<file path="src/rtl/spike_scheduler_pkg.sv">
// Shared configuration for the spike scheduler: event kinds, opcodes, word
// geometry and the default-width instruction packers.
package spike_scheduler_pkg;

  localparam int NET_NUM_INP      = 4;
  localparam int NET_CHARGE_WIDTH = 8;
  localparam int OPC_WIDTH        = 2;
  localparam int RUN_WIDTH_DEF    = 8;

  localparam int IDX_WIDTH = (NET_NUM_INP > 1) ? $clog2(NET_NUM_INP) : 1;
  // A single-input network carries no index bits in the SPK payload.
  localparam int IDX_BITS  = (NET_NUM_INP > 1) ? IDX_WIDTH : 0;
  localparam int SPK_WIDTH = IDX_BITS + NET_CHARGE_WIDTH;

  function automatic int ins_width(input int run_w);
    return OPC_WIDTH + ((run_w > SPK_WIDTH) ? run_w : SPK_WIDTH);
  endfunction

  localparam int INS_WIDTH = ins_width(RUN_WIDTH_DEF);

  typedef enum logic [1:0] {
    EVT_SPK = 2'd0,
    EVT_ADV = 2'd1,
    EVT_CLR = 2'd2
  } evt_kind_t;

  typedef enum logic [OPC_WIDTH-1:0] {
    OPC_NOP = 2'd0,
    OPC_RUN = 2'd1,
    OPC_SPK = 2'd2,
    OPC_CLR = 2'd3
  } opc_t;

  typedef enum logic [1:0] {
    ST_IDLE     = 2'd0,
    ST_RUN_EMIT = 2'd1,
    ST_OP_EMIT  = 2'd2
  } state_t;

  function automatic opc_t kind_to_opc(input evt_kind_t k);
    return (k == EVT_CLR) ? OPC_CLR : OPC_SPK;
  endfunction

  function automatic logic [INS_WIDTH-1:0] pack_run(input logic [RUN_WIDTH_DEF-1:0] cnt);
    logic [INS_WIDTH-1:0] w;
    w = '0;
    w[INS_WIDTH-1 -: OPC_WIDTH] = OPC_RUN;
    w[INS_WIDTH-OPC_WIDTH-1 -: RUN_WIDTH_DEF] = cnt;
    return w;
  endfunction

  function automatic logic [INS_WIDTH-1:0] pack_spk(input logic [SPK_WIDTH-1:0] payload);
    logic [INS_WIDTH-1:0] w;
    w = '0;
    w[INS_WIDTH-1 -: OPC_WIDTH] = OPC_SPK;
    w[INS_WIDTH-OPC_WIDTH-1 -: SPK_WIDTH] = payload;
    return w;
  endfunction

  function automatic logic [INS_WIDTH-1:0] pack_clr();
    logic [INS_WIDTH-1:0] w;
    w = '0;
    w[INS_WIDTH-1 -: OPC_WIDTH] = OPC_CLR;
    return w;
  endfunction

endpackage

</file>
<file path="src/rtl/spike_scheduler_ins_pack.sv">
// Combinational encoder: {op, run count, idx, val} -> instruction word with
// the opcode in the MSBs, payload directly below and zero padding at the LSBs.
module spike_scheduler_ins_pack
  import spike_scheduler_pkg::*;
#(
  parameter int RUN_WIDTH = 8,
  localparam int INS_W = ins_width(RUN_WIDTH)
) (
  input  opc_t                               op,
  input  logic [RUN_WIDTH-1:0]               count,
  input  logic [IDX_WIDTH-1:0]               idx,
  input  logic signed [NET_CHARGE_WIDTH-1:0] val,
  output logic [INS_W-1:0]                   ins
);

  logic [SPK_WIDTH-1:0] spk_field;

  if (IDX_BITS > 0) begin : g_idx
    assign spk_field = {idx, val};
  end else begin : g_noidx
    assign spk_field = val;
  end

  always_comb begin
    ins = '0;
    ins[INS_W-1 -: OPC_WIDTH] = op;
    case (op)
      OPC_RUN: ins[INS_W-OPC_WIDTH-1 -: RUN_WIDTH] = count;
      OPC_SPK: ins[INS_W-OPC_WIDTH-1 -: SPK_WIDTH] = spk_field;
      default: ;
    endcase
  end

endmodule

</file>
<file path="src/rtl/spike_scheduler.sv">
// Expands time-stamped events into RUN chunks (split at RUN_MAX) followed by
// the event's SPK/CLR word, and tracks the issued network time.
module spike_scheduler
  import spike_scheduler_pkg::*;
#(
  parameter int RUN_WIDTH  = 8,
  parameter int DT_WIDTH   = 16,
  parameter int TIME_WIDTH = 32,
  localparam int INS_W = ins_width(RUN_WIDTH)
) (
  input  logic                               clk,
  input  logic                               arstn,
  input  logic                               evt_valid,
  output logic                               evt_ready,
  input  evt_kind_t                          evt_kind,
  input  logic [DT_WIDTH-1:0]                evt_dt,
  input  logic [IDX_WIDTH-1:0]               evt_idx,
  input  logic signed [NET_CHARGE_WIDTH-1:0] evt_val,
  output logic                               ins_valid,
  input  logic                               ins_ready,
  output logic [INS_W-1:0]                   ins,
  output logic                               busy,
  output logic [TIME_WIDTH-1:0]              time_now
);

  localparam int XW = (DT_WIDTH > RUN_WIDTH) ? DT_WIDTH : RUN_WIDTH;

  state_t                              state_q, state_d;
  logic [DT_WIDTH-1:0]                 remain_q, remain_d;
  evt_kind_t                           kind_q, kind_d;
  logic [IDX_WIDTH-1:0]                idx_q, idx_d;
  logic signed [NET_CHARGE_WIDTH-1:0]  val_q, val_d;
  logic [INS_W-1:0]                    ins_q, ins_d;
  logic                                ins_valid_q, ins_valid_d;
  logic [TIME_WIDTH-1:0]               time_q, time_d;

  logic                 slot_free, ins_hs, evt_acc;
  logic [DT_WIDTH-1:0]  src, remain_after;
  logic [XW-1:0]        src_x, run_max_x, chunk_x;
  logic [RUN_WIDTH-1:0] chunk;
  opc_t                 pk_op, ins_opc;
  logic [IDX_WIDTH-1:0] pk_idx;
  logic signed [NET_CHARGE_WIDTH-1:0] pk_val;
  logic [INS_W-1:0]     pk_word;
  logic [RUN_WIDTH-1:0] ins_cnt;

  assign slot_free = !ins_valid_q || ins_ready;
  assign ins_hs    = ins_valid_q && ins_ready;
  assign evt_ready = (state_q == ST_IDLE) && slot_free;
  assign evt_acc   = evt_valid && evt_ready;

  // Chunking works in a width covering both dt and the RUN count, so the
  // chunk never exceeds what is left and remain cannot underflow.
  always_comb begin
    src       = (state_q == ST_IDLE) ? evt_dt : remain_q;
    src_x     = '0;
    src_x[DT_WIDTH-1:0] = src;
    run_max_x = '0;
    run_max_x[RUN_WIDTH-1:0] = '1;
    chunk_x   = (src_x > run_max_x) ? run_max_x : src_x;
    chunk     = chunk_x[RUN_WIDTH-1:0];
    remain_after = src - chunk_x[DT_WIDTH-1:0];
  end

  assign pk_idx = (state_q == ST_IDLE) ? evt_idx : idx_q;
  assign pk_val = (state_q == ST_IDLE) ? evt_val : val_q;

  spike_scheduler_ins_pack #(
    .RUN_WIDTH(RUN_WIDTH)
  ) u_pack (
    .op   (pk_op),
    .count(chunk),
    .idx  (pk_idx),
    .val  (pk_val),
    .ins  (pk_word)
  );

  assign ins_opc = opc_t'(ins_q[INS_W-1 -: OPC_WIDTH]);
  assign ins_cnt = ins_q[INS_W-OPC_WIDTH-1 -: RUN_WIDTH];

  always_comb begin
    state_d     = state_q;
    remain_d    = remain_q;
    kind_d      = kind_q;
    idx_d       = idx_q;
    val_d       = val_q;
    pk_op       = OPC_NOP;
    ins_d       = ins_q;
    ins_valid_d = ins_valid_q && !ins_ready;
    time_d      = time_q;

    if (ins_hs) begin
      if (ins_opc == OPC_RUN)      time_d = time_q + TIME_WIDTH'(ins_cnt);
      else if (ins_opc == OPC_CLR) time_d = '0;
    end

    case (state_q)
      ST_IDLE: begin
        if (evt_acc) begin
          kind_d = evt_kind;
          idx_d  = evt_idx;
          val_d  = evt_val;
          if (evt_dt != '0) begin
            pk_op    = OPC_RUN;
            remain_d = remain_after;
            state_d  = ST_RUN_EMIT;
          end else begin
            remain_d = '0;
            if (evt_kind != EVT_ADV) begin
              pk_op   = kind_to_opc(evt_kind);
              state_d = ST_OP_EMIT;
            end
          end
        end
      end
      ST_RUN_EMIT: begin
        if (slot_free) begin
          if (remain_q != '0) begin
            pk_op    = OPC_RUN;
            remain_d = remain_after;
          end else if (kind_q == EVT_ADV) begin
            state_d = ST_IDLE;
          end else begin
            pk_op   = kind_to_opc(kind_q);
            state_d = ST_OP_EMIT;
          end
        end
      end
      ST_OP_EMIT: begin
        if (ins_hs) state_d = ST_IDLE;
      end
      default: state_d = ST_IDLE;
    endcase

    if (pk_op != OPC_NOP) begin
      ins_d       = pk_word;
      ins_valid_d = 1'b1;
    end
  end

  always_ff @(posedge clk or negedge arstn) begin
    if (!arstn) begin
      state_q     <= ST_IDLE;
      remain_q    <= '0;
      kind_q      <= EVT_SPK;
      idx_q       <= '0;
      val_q       <= '0;
      ins_q       <= '0;
      ins_valid_q <= 1'b0;
      time_q      <= '0;
    end else begin
      state_q     <= state_d;
      remain_q    <= remain_d;
      kind_q      <= kind_d;
      idx_q       <= idx_d;
      val_q       <= val_d;
      ins_q       <= ins_d;
      ins_valid_q <= ins_valid_d;
      time_q      <= time_d;
    end
  end

  assign ins       = ins_q;
  assign ins_valid = ins_valid_q;
  assign time_now  = time_q;
  assign busy      = (state_q != ST_IDLE) || ins_valid_q;

endmodule

</file>
<file path="config.mk">
export PLATFORM = sky130hd
export DESIGN_NAME = spike_scheduler
export DESIGN_NICKNAME = d
export VERILOG_FILES = /design/src/rtl/spike_scheduler_pkg.sv /design/src/rtl/spike_scheduler_ins_pack.sv /design/src/rtl/spike_scheduler.sv
export SDC_FILE = /design/constraint.sdc
export NUM_CORES = 1
export LEC_CHECK = 0
export CORE_MARGIN = 2
export CORE_UTILIZATION = 43
export DETAILED_ROUTE_END_ITERATION = 16
export GPL_ROUTABILITY_DRIVEN = 0
export PLACE_DENSITY = 0.8
export SYNTH_ARGS = -nofsm -noshare
export SYNTH_HDL_FRONTEND = slang
export SYNTH_HIERARCHICAL = 1
export SYNTH_SLANG_ARGS = --single-unit
</file>
<file path="constraint.sdc">
create_clock -name clk -period 2.95 [get_ports clk]
set_input_delay 0.295 -clock clk [delete_from_list [all_inputs] [get_ports clk]]
set_output_delay 0.295 -clock clk [all_outputs]
set_load 0.01 [all_outputs]
</file>
---- Yosys cells after proc, flatten, opt, wreduce, memory -nomap -nowiden ----
Index checks and enable logic that the tools add are counted.
cells by class
  add/subtract/negate cells ............... 2
  magnitude comparators ................... 1
  equality and inequality tests ........... 16
  mux-type cells .......................... 31
  reduce and logical (&&, ||, !) cells .... 19
operator list
  cell                                                                     number
  16-bit 2-to-1 mux                                                        6
  32-bit 2-to-1 mux                                                        2
  32-bit by 8-bit adder with 32-bit output                                 1
  16-bit one-hot mux with 2 select lines                                   1
  16-bit nonzero test                                                      2
  2-bit 2-to-1 mux                                                         15
  16-bit by 8-bit > comparator with 1-bit output, second input constant    1
  8-bit one-hot mux with 2 select lines                                    1
  16-bit subtractor                                                        1
  2-bit equality test, second input constant                               5
  2-bit inequality test, second input constant                             5
  2-bit by 1-bit equality test with 1-bit output, second input constant    4
  8-bit 2-to-1 mux                                                         1
  2-bit nonzero test                                                       4
  2-bit one-hot mux with 3 select lines                                    1
  5-bit AND reduction                                                      1
  1-bit logical AND                                                        4
  2-bit one-hot mux with 2 select lines                                    1
  2-bit AND reduction                                                      2
  4-bit AND reduction                                                      1
  1-bit 2-to-1 mux                                                         3
  3-bit by 1-bit inequality test with 1-bit output, second input constant  1
  1-bit zero test                                                          2
  2-bit zero test                                                          1
  2 further kinds                                                          3
storage, ports and cells
  bits in registers ....................... 75
  output and inout bits ................... 47
  logic and storage cells ................. 77

---- Depth between registers and ports, before layout ----
  word-level depth ........................ 8
  gate-level depth with buffers ........... 15
  gate-level depth less buffers ........... 10

---- Cells and area by module ----
The synthesis kept the hierarchy.
by module, submodules not included
  module                    times used  cells each  area an instance (um^2)
  spike_scheduler           1           536         4613.2
  spike_scheduler_ins_pack  1           27          219.0

---- Worst setup path before layout ----
OpenSTA, ideal clock, no wires.
  path type ............................... register -> register
  start ................................... register state_q[0]
  end ..................................... register remain_q[12]
  library setup time ...................... 0.121 ns
  data arrival time ....................... 2.813 ns
  setup slack ............................. 0.016 ns
  stages on the path, launching flop included .. 15
  cell sequence ........................... dfrtp_1 -> buf_6 -> or2_1 -> buf_2 -> buf_6 -> clkbuf_1 -> clkbuf_1 -> mux2i_1 -> o21ai_0 -> ha_1 -> clkbuf_1 -> a21o_1 -> xor2_1 -> o22ai_1 -> a22o_1
between the ends
  word-level cells in the longest chain between the ends .. 8
  elaborated cells on any way between the ends .. 18
ends and longest elaborated chain
  what                                            RTL line                                                             RTL
  start: declaration                              spike_scheduler.sv:28                                                state_t state_q, state_d;
  start signal: assignment                        spike_scheduler.sv:152                                               state_q <= state_d;
  2-bit zero test                                 spike_scheduler.sv:49, spike_scheduler.sv:55, spike_scheduler.sv:97
  16-bit 2-to-1 mux                               spike_scheduler.sv:55                                                src = (state_q == ST_IDLE) ? evt_dt : remain_q;
  16-bit by 8-bit > comparator with 1-bit output  spike_scheduler.sv:60                                                chunk_x = (src_x > run_max_x) ? run_max_x : src_x;
  16-bit 2-to-1 mux                               spike_scheduler.sv:60
  16-bit subtractor                               spike_scheduler.sv:62                                                remain_after = src - chunk_x[DT_WIDTH-1:0];
  16-bit 2-to-1 mux, on equally long branches     spike_scheduler.sv:118, spike_scheduler.sv:103
  16-bit 2-to-1 mux, on equally long branches     spike_scheduler.sv:117, spike_scheduler.sv:99
  16-bit one-hot mux with 2 select lines          spike_scheduler.sv:97                                                case (state_q)
  end signal: assignment                          spike_scheduler.sv:153                                               remain_q <= remain_d;
  end: declaration                                spike_scheduler.sv:29                                                logic [DT_WIDTH-1:0] remain_q, remain_d;
Parallel ways exist; a longest one is shown, timed or not. The select of a mux whose other input is x is not followed.
A chain may end at the register's enable or synchronous reset.

---- Final worst setup path ----
  start ................................... register state_q[1]
  end ..................................... register remain_q[10]
Same word-level chain as after synthesis.

==> metrics.yaml <==
outcome: "completed"
wirelength_microns: 13200
start_util: 0.444
wl_per_cell_microns: 16.8
cts_tree: "yes"
ys_types: 66
dieWidth_microns: 110
drive_gt1_frac: 0.114
fp.dieH_microns: 110
cts.sink_count: 75
synthCells: 563
layout_common_cells: "nand2_1, clkdlybuf4s50_1, dfrtp_1"
ys_ff_latch: 75
yosysTopAreaCell: "dfrtp_1"
period_needed_ns: 2.76
place_ws_ns: 0.131
fmax_ghz: 0.362
first_global_vias: 4486
maxCapViolCount: 0
grt_overflow: 0
top_usage_layer: "met2"
irDropWorstVdd_mv: 0.390
cp-end-kind: "flop"
fp-row-count: 38
setup_tns_ns: 0
nNetsFinal: 689
vias: 4655
placedInstanceArea_sq_mm: 0.00579
ys_top_cells_by_area: "dfrtp_1, nand2_1, nor2_1, xnor2_1, ha_1"
ant_nets: 0
clk_latency_ns: 0.36
slew_violations: 0
clk_pin_slew_ns: 0.08
die_area_sq_mm: 0.0121
setup_viol: 0
power_leakage_nw: 2.59
synthFlopType: "dfrtp_1"
worstPathRequired_ns: 3.20
clk_path_buf_depth: 2
critPathLaunchType: "flop"
synth_edf_count: 0
place_inst: 774
area_delta_synth_final_pct: 24.9
io_pins: 79
cts-root-buf: "clkbuf_8"
worstMarginPinSlew_ns: 0.987
crit_fanout: 8
drt-vias-per-instance: 5.90
async_flop_share: 1.00
numCtsBuffers: 9
arrival_ns: 3.01
grtUsageMet3: 0.0441
gr-usage-met2: 0.368
final_common_cell: "nand2_1"
holdWs_ns: 0.0607
critical_path_class: "flop to flop"
finalPower_mw: 5.21
fin_skew_ns: 0.00877
antenna_cells: 0
worstReg2RegStart: "state_q[1]"
reg2reg_slack_ns: 0.19
rsz0062_at_grt: "false"
layoutNonFillerInstCount: 789
grt_start_max_net_pins: 76
syn_avg_cell_area_sq_um: 8.58
worst_hold_path_type: "input pin to async pin"
syn-num-nets: 607
utilization: 0.554
ys_seq_area_frac: 0.388
place.port_buffers: 78
grt_use_total: 0.230
cts_setup_buffers: 0
met1_usage: 0.299
drt_pass1_iterations: 5
hpwl_microns: 9570
r2r_cells: 11
synth.top_cell.area_share: 0.388
yosysWarnings: 6
slew_headroom: 0.342
final_cell_area_sq_mm: 0.00604
period_share: 0.936
grt_pass1_wl_microns: 21800
hold_viol: 0
drc: 0
coreArea_sq_mm: 0.0109
fin_ws_ns: 0.190
synth_area_sq_mm: 0.00483
regToRegEndpoint: "remain_q[10]"
cellPowerDensity_mw_per_mm2: 863
htreeDepth: 3
antenna_found_initial: 0
drtIter0Drc: 355
kinds of logic (layout without fill, tap and decap cells):
logic type | Yosys count | after routing | synth area share
buffers and inverters | 45 | 131 | 0.0440
AOI/OAI and AO/OA | 110 | 110 | 0.166
and+or+nand+nor | 273 | 273 | 0.271
adders and majority gates | 12 | 12 | 0.0326
muxes | 19 | 19 | 0.0451
xor gates and xnor gates | 29 | 29 | 0.0526
DFF | 75 | 75 | 0.388
power breakdown:
part | internal [mW] | leakage, nW | total [mW] | switching, mW
Clock | 0.583 | 0.120 | 0.983 | 0.400
Sequential | 1.34 | 0.967 | 1.66 | 0.319
Combinational | 1.20 | 1.50 | 2.57 | 1.37
Total | 3.12 | 2.59 | 5.21 | 2.09
Yosys cell counts, types with 5 or more instances:
cell and count:
a21oi_1 19, or3_1 12, inv_1 17, nand2_1 111, nand4_1 10, a22oi_2 8
mux2_2 12, nor4_1 13, nor3_1 17, o21ai_0 27, ha_1 11, dfrtp_1 75
nor2_1 60, mux2i_1 6, xnor2_1 19, nand3_1 17, a22o_1 7, buf_2 5
clkbuf_1 14, xor2_1 10
state kept, by name, indices dropped and copies added, names as in the netlist:
signal / cells
kind_q: 2
idx_q: 2
val_q: 8
ins: 12
ins_valid: 1
state_q: 2
time_now: 32
remain_q: 16
metal layers:
metal  part of all wire  routed length, microns
met3              0.068                     902
met1               0.44                    5820
met5                  0                       0
met2               0.47                    6180
met4              0.025                     334
what timing repair did:
action / 4_1_cts / 5_1_grt
setup endpoints to repair: 0 / 2
gates resized for setup: 0 / 1
hold buffers: 0 / 0
worst max-delay path by stage:
stage               start            to  slack, ns  depth (start not counted)
3_3_place_gp   evt_dt[12]  remain_q[10]       0.22                         11
5_1_grt        state_q[1]  remain_q[10]       0.02                         11
3_5_place_dp   evt_dt[13]        ins[3]       0.13                          9
6_report       state_q[1]  remain_q[10]       0.19                         11
2_1_floorplan  state_q[0]  remain_q[12]       0.02                         14
4_1_cts        state_q[1]  remain_q[10]       0.16                         11
final cells by class:
cell class / count / area [sq um]
well taps: 140 / 175
repair buffers: 99 / 936
fillers: 975 / 4850
clock inverters: 4 / 98.8
flip-flops and latches: 75 / 1880
inverters: 17 / 63.8
clock buffers: 11 / 141
multi-input cells: 443 / 2750
worst max-delay path: stages (launching register included):
cell and delay (ns):
dfrtp_1 0.47, or2_1 0.37, buf_4 0.23, mux2i_4 0.19, nand2b_1 0.22, o21ai_0 0.21
ha_2 0.26, nand2_1 0.06, o2bb2ai_1 0.22, o21bai_1 0.14, nand2_1 0.06, a22o_1 0.22
(Power assumes the default switching activity.)
